<file path="src/rtl/wrapper_shared.sv">
// Types and constants shared by the SPI slave wrapper and the SPI master.
package wrapper_shared;

    localparam int unsigned FRAME_BITS = 10;
    localparam int unsigned READ_BITS  = 8;
    localparam int unsigned DATA_W     = 8;
    localparam int unsigned BIT_CNT_W  = 4;

    typedef enum logic [1:0] {
        WR_ADDR = 2'b00,
        WR_DATA = 2'b01,
        RD_ADDR = 2'b10,
        RD_DATA = 2'b11
    } spi_cmd_e;

    typedef enum logic [2:0] {
        M_IDLE,
        M_SEL,
        M_SHIFT,
        M_GAP,
        M_CAPTURE,
        M_END
    } spi_mst_state_e;

    // One serial frame as it leaves the master, MSB first.
    typedef struct packed {
        spi_cmd_e            cmd;
        logic [DATA_W-1:0]   data;
    } spi_frame_t;

endpackage

</file>
<file path="src/rtl/spi_master_shift.sv">
// Datapath for spi_master: frame shift-out register, read shift-in register and bit counter.
module spi_master_shift
    import wrapper_shared::*;
(
    input  logic                 clk,
    input  logic                 rst,
    input  logic                 load,
    input  spi_frame_t           load_frame,
    input  logic                 shift_out,
    input  logic                 shift_in,
    input  logic                 miso,
    input  logic                 cnt_clr,
    input  logic                 cnt_inc,
    output logic                 out_msb,
    output logic                 out_next,
    output logic [READ_BITS-1:0] rx_next_c,
    output logic [BIT_CNT_W-1:0] bit_cnt
);

    logic [FRAME_BITS-1:0] tx_q;
    // The eighth read bit goes straight into the result, so only seven are held.
    logic [READ_BITS-2:0]  rx_q;

    assign out_msb   = tx_q[FRAME_BITS-1];
    assign out_next  = tx_q[FRAME_BITS-2];
    assign rx_next_c = {rx_q, miso};

    always_ff @(posedge clk or posedge rst) begin
        if (rst) begin
            tx_q <= '0;
        end else if (load) begin
            tx_q <= load_frame;
        end else if (shift_out) begin
            tx_q <= {tx_q[FRAME_BITS-2:0], 1'b0};
        end
    end

    always_ff @(posedge clk or posedge rst) begin
        if (rst) begin
            rx_q <= '0;
        end else if (shift_in) begin
            rx_q <= rx_next_c[READ_BITS-2:0];
        end
    end

    // Counts within one phase only; the FSM clears it before each new phase.
    always_ff @(posedge clk or posedge rst) begin
        if (rst) begin
            bit_cnt <= '0;
        end else if (cnt_clr) begin
            bit_cnt <= '0;
        end else if (cnt_inc) begin
            bit_cnt <= bit_cnt + 1'b1;
        end
    end

endmodule

</file>
<file path="src/rtl/spi_master.sv">
// SPI initiator: one command handshake becomes one SS_n/MOSI frame, RD_DATA frames capture a MISO byte.
// Optional completed-frame counter port frame_cnt under macro SPI_MASTER_FRAME_CNT_EN.
module spi_master
    import wrapper_shared::*;
#(
    parameter int unsigned READ_GAP = 2,
    parameter int unsigned CNT_W    = 16
) (
    input  logic              clk,
    input  logic              rst,
    input  logic              cmd_valid,
    output logic              cmd_ready,
    input  logic [1:0]        cmd,
    input  logic [DATA_W-1:0] cmd_data,
    output logic [DATA_W-1:0] rd_data,
    output logic              rd_valid,
    output logic              busy,
    output logic              SS_n,
    output logic              MOSI,
    input  logic              MISO
`ifdef SPI_MASTER_FRAME_CNT_EN
    ,
    output logic [CNT_W-1:0]  frame_cnt
`endif
);

    localparam logic [BIT_CNT_W-1:0] SHIFT_LAST = BIT_CNT_W'(FRAME_BITS - 1);
    localparam logic [BIT_CNT_W-1:0] CAP_LAST   = BIT_CNT_W'(READ_BITS - 1);
    localparam logic [BIT_CNT_W-1:0] GAP_LAST   =
        BIT_CNT_W'((READ_GAP == 0) ? 32'd0 : READ_GAP - 32'd1);

    spi_mst_state_e        state_q, state_nxt;
    spi_cmd_e              cmd_q;
    spi_frame_t            req_c;

    logic                  ss_n_nxt, mosi_nxt, ready_nxt, busy_nxt, rd_valid_nxt;
    logic                  rd_load, load, shift_out, shift_in, cnt_clr, cnt_inc;
    logic                  out_msb, out_next;
    logic [READ_BITS-1:0]  rx_next_c;
    logic [BIT_CNT_W-1:0]  bit_cnt;

    assign req_c = '{cmd: spi_cmd_e'(cmd), data: cmd_data};

    spi_master_shift u_shift (
        .clk        (clk),
        .rst        (rst),
        .load       (load),
        .load_frame (req_c),
        .shift_out  (shift_out),
        .shift_in   (shift_in),
        .miso       (MISO),
        .cnt_clr    (cnt_clr),
        .cnt_inc    (cnt_inc),
        .out_msb    (out_msb),
        .out_next   (out_next),
        .rx_next_c  (rx_next_c),
        .bit_cnt    (bit_cnt)
    );

    // Next-state and next-output values; outputs are registered so they line up with the state they describe.
    always_comb begin
        state_nxt    = state_q;
        ss_n_nxt     = 1'b1;
        mosi_nxt     = 1'b0;
        ready_nxt    = 1'b0;
        busy_nxt     = 1'b0;
        rd_valid_nxt = 1'b0;
        rd_load      = 1'b0;
        load         = 1'b0;
        shift_out    = 1'b0;
        shift_in     = 1'b0;
        cnt_clr      = 1'b0;
        cnt_inc      = 1'b0;

        unique case (state_q)
            M_IDLE: begin
                ready_nxt = 1'b1;
                if (cmd_valid && cmd_ready) begin
                    state_nxt = M_SEL;
                    load      = 1'b1;
                    ready_nxt = 1'b0;
                    busy_nxt  = 1'b1;
                    ss_n_nxt  = 1'b0;
                    mosi_nxt  = cmd[1];
                end
            end
            M_SEL: begin
                state_nxt = M_SHIFT;
                cnt_clr   = 1'b1;
                busy_nxt  = 1'b1;
                ss_n_nxt  = 1'b0;
                mosi_nxt  = out_msb;
            end
            M_SHIFT: begin
                if (bit_cnt == SHIFT_LAST) begin
                    cnt_clr = 1'b1;
                    if (cmd_q == RD_DATA) begin
                        busy_nxt = 1'b1;
                        ss_n_nxt = 1'b0;
                        if (READ_GAP == 0) begin
                            state_nxt = M_CAPTURE;
                        end else begin
                            state_nxt = M_GAP;
                        end
                    end else begin
                        state_nxt = M_END;
                    end
                end else begin
                    shift_out = 1'b1;
                    cnt_inc   = 1'b1;
                    busy_nxt  = 1'b1;
                    ss_n_nxt  = 1'b0;
                    mosi_nxt  = out_next;
                end
            end
            M_GAP: begin
                busy_nxt = 1'b1;
                ss_n_nxt = 1'b0;
                if (bit_cnt == GAP_LAST) begin
                    state_nxt = M_CAPTURE;
                    cnt_clr   = 1'b1;
                end else begin
                    cnt_inc = 1'b1;
                end
            end
            M_CAPTURE: begin
                shift_in = 1'b1;
                if (bit_cnt == CAP_LAST) begin
                    state_nxt    = M_END;
                    rd_load      = 1'b1;
                    rd_valid_nxt = 1'b1;
                end else begin
                    cnt_inc  = 1'b1;
                    busy_nxt = 1'b1;
                    ss_n_nxt = 1'b0;
                end
            end
            M_END: begin
                state_nxt = M_IDLE;
                ready_nxt = 1'b1;
            end
            default: begin
                state_nxt = M_IDLE;
            end
        endcase
    end

    always_ff @(posedge clk or posedge rst) begin
        if (rst) begin
            state_q   <= M_IDLE;
            cmd_q     <= WR_ADDR;
            SS_n      <= 1'b1;
            MOSI      <= 1'b0;
            cmd_ready <= 1'b0;
            busy      <= 1'b0;
            rd_valid  <= 1'b0;
            rd_data   <= '0;
        end else begin
            state_q   <= state_nxt;
            SS_n      <= ss_n_nxt;
            MOSI      <= mosi_nxt;
            cmd_ready <= ready_nxt;
            busy      <= busy_nxt;
            rd_valid  <= rd_valid_nxt;
            if (load) begin
                cmd_q <= req_c.cmd;
            end
            if (rd_load) begin
                rd_data <= rx_next_c;
            end
        end
    end

`ifdef SPI_MASTER_FRAME_CNT_EN
    // END lasts one cycle, so entering it marks exactly one completed frame.
    always_ff @(posedge clk or posedge rst) begin
        if (rst) begin
            frame_cnt <= '0;
        end else if (state_nxt == M_END) begin
            frame_cnt <= frame_cnt + 1'b1;
        end
    end
`endif

endmodule
</file>
<file path="config.mk">
export PLATFORM = sky130hd
export DESIGN_NAME = spi_master
export DESIGN_NICKNAME = d
export VERILOG_FILES = /design/src/rtl/wrapper_shared.sv /design/src/rtl/spi_master_shift.sv /design/src/rtl/spi_master.sv
export SDC_FILE = /design/constraint.sdc
export NUM_CORES = 1
export LEC_CHECK = 0
export CAP_MARGIN = 10
export CORE_MARGIN = 2
export CORE_UTILIZATION = 45
export CTS_BUF_LIST = sky130_fd_sc_hd__clkbuf_4 sky130_fd_sc_hd__clkbuf_8
export CTS_CLUSTER_DIAMETER = 40
export DETAILED_ROUTE_END_ITERATION = 12
export PLACE_DENSITY_LB_ADDON = 0.15
export SYNTH_ARGS = -nofsm -noshare
export SYNTH_HDL_FRONTEND = slang
export SYNTH_SLANG_ARGS = --single-unit
</file>
<file path="constraint.sdc">
create_clock -name clk -period 1.9 [get_ports clk]
set_input_delay 0.38 -clock clk [delete_from_list [all_inputs] [get_ports clk]]
set_output_delay 0.38 -clock clk [all_outputs]
set_load 0.01 [all_outputs]
</file>
* Word-level counts from Yosys, hierarchy flattened
Index checks and enable logic that the tools add are counted.
** Word-level totals
- Register bits after elaboration :: 39
- Output and inout port bits :: 13
- Input bits :: 14
- Logic and storage cells :: 65
** Cells by class
- Multiplexer cells :: 34
- Add/sub/neg operators :: 1
- Reduce and logical (&&, ||, !) cells :: 6
- Equality and inequality tests :: 13
** Operators with widths (number)
- 10-bit two-way mux :: 2
- 1-bit two-way mux :: 18
- 3-bit two-way mux :: 5
- 3-bit case mux with 5 select lines :: 1
- 1-bit case mux with 3 select lines :: 3
- 4-bit two-way mux :: 2
- 2-bit != test, second input constant :: 4
- 1-bit case mux with 4 select lines :: 2
- 3-bit by 2-bit equality test with 1-bit output, second input constant :: 2
- 3-bit equality test, second input constant :: 2
- 4-bit by 1-bit adder with 4-bit output, second input constant :: 1
- 4-bit by 1-bit equality test with 1-bit output, second input constant :: 1
- 4-bit by 3-bit equality test with 1-bit output, second input constant :: 1
- 4-bit equality test, second input constant :: 1
- 4-bit AND reduction :: 1
- 2-bit nonzero test :: 2
- 3-bit by 1-bit equality test with 1-bit output, second input constant :: 1
- 3-bit logical NOT :: 1
- 2-bit equality test, second input constant :: 1
- 1-bit case mux with 2 select lines :: 1
- 2-bit OR reduction :: 1
- 1-bit logical AND :: 1

* Longest topological paths before layout
- Word-level depth :: 5
- Gate-level depth with buffers :: 7
- Gate-level depth less buffers :: 6

* By module
From an unflattened synthesis, not the netlist that was laid out.
** Second synthesis, totals
- Cell total of the unflattened synthesis :: 156
- Area total of the unflattened synthesis :: 1813.0 um^2
** Modules (own cells, without submodules)
- spi_master_shift :: area each 914.6 um^2, instances 1, cells an instance 76
- spi_master :: area each 898.4 um^2, instances 1, cells an instance 80

* Worst setup path after synthesis
OpenSTA, ideal clock, no wires.
- Path kind :: register to register
- Start :: register u_shift.bit_cnt[0]
- End :: register u_shift.tx_q[1]
- Buffers on the path :: 1
- Stages on the path, launching flop included :: 7
- Path slack :: 0.003 ns
- Required time :: 1.779 ns
- Arrival :: 1.775 ns
- Cells stage by stage :: dfrtp_1 > ha_1 > nor2b_2 > a2111oi_4 > buf_6 > mux2i_1 > o21ai_2
** Between the ends
- Cells in the longest elaborated chain, start to end :: 4
** RTL lines
- start, declared :: RTL line spi_master_shift.sv:17 : output logic [BIT_CNT_W-1:0] bit_cnt
- start signal, assigned :: RTL line spi_master_shift.sv:53 : bit_cnt <= bit_cnt + 1'b1;
- 4-bit equality test :: RTL line spi_master.sv:95 : if (bit_cnt == SHIFT_LAST) begin
- 1-bit two-way mux :: RTL line spi_master.sv:95
- 1-bit two-way mux :: RTL line spi_master.sv:75 : unique case (state_q)
- 2-bit nonzero test (no source line)
- end signal, assigned :: RTL line spi_master_shift.sv:32 : tx_q <= load_frame;
- end signal, assigned :: RTL line spi_master_shift.sv:34 : tx_q <= {tx_q[FRAME_BITS-2:0], 1'b0};
- end, declared :: RTL line spi_master_shift.sv:20 : logic [FRAME_BITS-1:0] tx_q;
Every way passes these cells.
A chain may end at the register's enable or synchronous reset.

* Worst setup path after layout
- Start :: register u_shift.bit_cnt[1]
- End :: register u_shift.tx_q[0]
The elaborated chain is that of the path after synthesis.

==> results.py <==
metrics = {
    "status": {
        "status": "completed",
    },
    "global_routing": {
        "grt_antenna_before_repair": 0,
        "grt_max_degree": 40,
        "grt_pass1_wl_mm": 5.65,
        "grt_pass1_vias": 1240,
        "grt_usage_pct": 17.1,
        "grt_overflow_total": 0,
    },
    "worst_setup_path": {
        "r2r_cells": 8,
        "r2r-end": "u_shift.tx_q[0]",
        "critical_path.max_fanout": 7,
        "endpoint_kind": "flop",
        "r2r_start": "u_shift.bit_cnt[1]",
        "crit_required_ns": 2.07,
        "arrival_ns": 2.00,
        "r2r_setup_slack_ns": 0.08,
        "worstSetupPathType": "flop to flop",
        "setup.worst_path.start_class": "flop",
    },
    "sta": {
        "setup_viol": 0,
        "slew_headroom_pct": 66.6,
        "final.period_utilization_pct": 95.8,
        "finalCriticalPeriod_ns": 1.82,
        "final.setup.tns_ns": 0,
        "fmax_mhz": 549,
        "slew_violations": 0,
        "finClkSkew_ns": 0.00353,
        "worst_slew_pin_slew_ns": 0.501,
        "hold_violations": 0,
    },
    "floorplanning": {
        "io_pins": 27,
        "initial_utilization_pct": 45.8,
        "die_y_um": 67.3,
        "die_area_um2": 4530,
        "num_rows": 23,
        "core_area_um2": 3940,
        "die-width_um": 67.3,
    },
    "synth": {
        "ys.flop_type": "dfrtp_1",
        "synthXorXnorAreaFrac_pct": 0.485,
        "yosys_warnings": 0,
        "avgSynthCellArea_um2": 10.9,
        "synth-edff-count": 0,
        "netlist_area_um2": 1800,
        "synth_fa_ha_area_share_pct": 1.39,
        "syn_nets": 182,
        "synth_area_leaders": "dfrtp_1 (53%), nand2_1 (6.9%), mux2_2 (5.0%)",
        "synth_most_common_cell": "dfrtp_1",
        "seq_area_frac_synth_pct": 54.2,
        "synth_common_cells": "dfrtp_1 (38), nand2_1 (33), inv_1 (10)",
        "synth_top_family_by_area": "simple AND/OR/NAND/NOR gates",
        "synth_top_area_share_pct": 52.7,
        "synth_cells": 166,
        "synth_seq_cells": 39,
        "yosysTopAreaCell": "dfrtp_1",
        "synth.area.mux_share_pct": 9.71,
        "synth_simple_gate_area_share_pct": 15.3,
        "synth_compound_area_share_pct": 14.4,
        "synth_async_sr_flop_share_pct": 100,
        "synth.distinct_cells": 41,
    },
    "drt": {
        "post-route-drc-count": 0,
        "num_vias": 1303,
        "drtAntennaViolNets": 0,
        "drt_iter0_drc": 51,
        "wl_mm": 3.46,
        "drt_pass1_iterations": 4,
        "avgRoutedWirePerCell_um": 13.7,
        "via_per_inst": 5.15,
    },
    "cells_and_area": {
        "synthToLayoutAreaGrowth_pct": 29.1,
        "multi_input_area_um2": 761,
        "fillers": 337,
        "drive_above_1_share_pct": 20.2,
        "final_cell_count_no_fill": 253,
        "diodes": 0,
        "regArea_um2": 977,
        "fin_nets": 218,
    },
    "cts": {
        "cts_tree": "done",
        "clock_sinks": 39,
        "clock_latency_ns": 0.28,
        "cts_made_buffers": 5,
        "cts.path.max_buffers": 2,
        "cts_root_buf": "clkbuf_8",
        "h-tree-depth": 2,
        "clk_pin_slew_ns": 0.07,
    },
    "min_path": {
        "hp-class": "input pin to async pin",
    },
    "placed_design": {
        "hpwl_mm": 2.36,
        "dp.cells": 243,
        "gp_congestion": 0.757,
        "portBuffers": 26,
    },
    "pwr": {
        "ir_worst_vdd_mv": 0.715,
        "p_leak_uw": 0.00103,
        "p_per_area_nw_per_um2": 1520,
    },
    "run": {
        "max_cap_violations": 0,
    },
}
[layout make-up]
class	count	area share, %
clock buffer	7	3.60
tap	50	2.69
timing repair buffer	37	17.3
multi-input combinational	109	32.7
inverter	10	1.61
clock inverter	1	0.215
sequential	39	41.9
[worst max-delay path, cell delays in order (launching register included)]
cell and delay (ns):
dfrtp_1 0.38, inv_1 0.07, ha_2 0.18, nor2b_2 0.17, a2111oi_4 0.36, buf_4 0.20, clkbuf_16 0.14, nor2_1 0.04
a22o_1 0.17
[where the power goes]
group	switching (uW)	internal, uW
Sequential	281	1160
Clock	273	286
Combinational	735	810
Total	1290	2250
[metal layers]
metal  up-vias  track usage [%]  routed length [um]
met5         -                0                   0
met1       637             21.9                1610
met4         0             6.89                  57
li1        646                -                   -
met3         4             5.00                  99
met2        16             27.1                1690
[metrics by stage]
step           util [%]  total power [uW]  hold WS [ns]  worst slack [ns]  area, um^2
2_1_floorplan         -              2380         0.440           0.00350        1800
5_1_grt            59.1              3810         0.453           -0.0197        2330
3_3_place_gp       55.7              2830         0.457             0.105        2190
3_5_place_dp       55.7              2900         0.467            0.0745        2190
6_report           59.1              3540         0.436            0.0793        2330
4_1_cts            57.9              3470         0.449            0.0665        2280
[layout by cell type, fill, tap and decap left out, types with 3 or more instances in the layout]
cell / synthesis / layout
inv_1: 10 / 10
clkdlybuf4s50_1: 0 / 26
nor2_1: 7 / 7
clkbuf_8: 0 / 5
dfrtp_1: 38 / 38
nand2_1: 33 / 33
buf_4: 0 / 7
mux2i_1: 7 / 7
o21ai_0: 9 / 9
a21oi_1: 3 / 3
mux2_2: 8 / 8
nor2b_1: 3 / 3
a211oi_1: 3 / 3
o21ai_2: 3 / 3
[how the worst max path moves through the flow]
stage / startpoint / to / slack, ns / cells after the start
finish: u_shift.bit_cnt[1] / u_shift.tx_q[0] / 0.08 / 8
global route: u_shift.bit_cnt[1] / busy / -0.02 / 8
CTS: u_shift.bit_cnt[1] / u_shift.tx_q[8] / 0.07 / 7
detailed placement: u_shift.bit_cnt[1] / u_shift.tx_q[8] / 0.07 / 7
global placement: cmd_valid / busy / 0.10 / 6
floorplan: u_shift.bit_cnt[0] / u_shift.tx_q[1] / 0.003 / 6
[registers in the layout, summed over array words and instances, names as in the netlist]
name / flops
MOSI: 1
SS_n: 1
busy: 1
cmd_q: 2
cmd_ready: 1
rd_data: 8
rd_valid: 1
state_q: 3
u_shift.bit_cnt: 4
u_shift.rx_q: 7
u_shift.tx_q: 10
[kinds of logic after synthesis]
family                     count (synthesis)
AOI/OAI and AO/OA                         34
xor gates and xnor gates                   1
adders and majority gates                  2
buffers and inverters                     18
DFF                                       39
muxes                                     16
and+or+nand+nor                           56
[repair_timing]
item	4_1_cts	5_1_grt
endpoints found under the setup margin	0	3
buffers inserted	0	1
resized for setup	0	3
hold buffers	0	0
hold endpoints to repair	0	0
No activity file was read; power rests on OpenSTA's default activity.
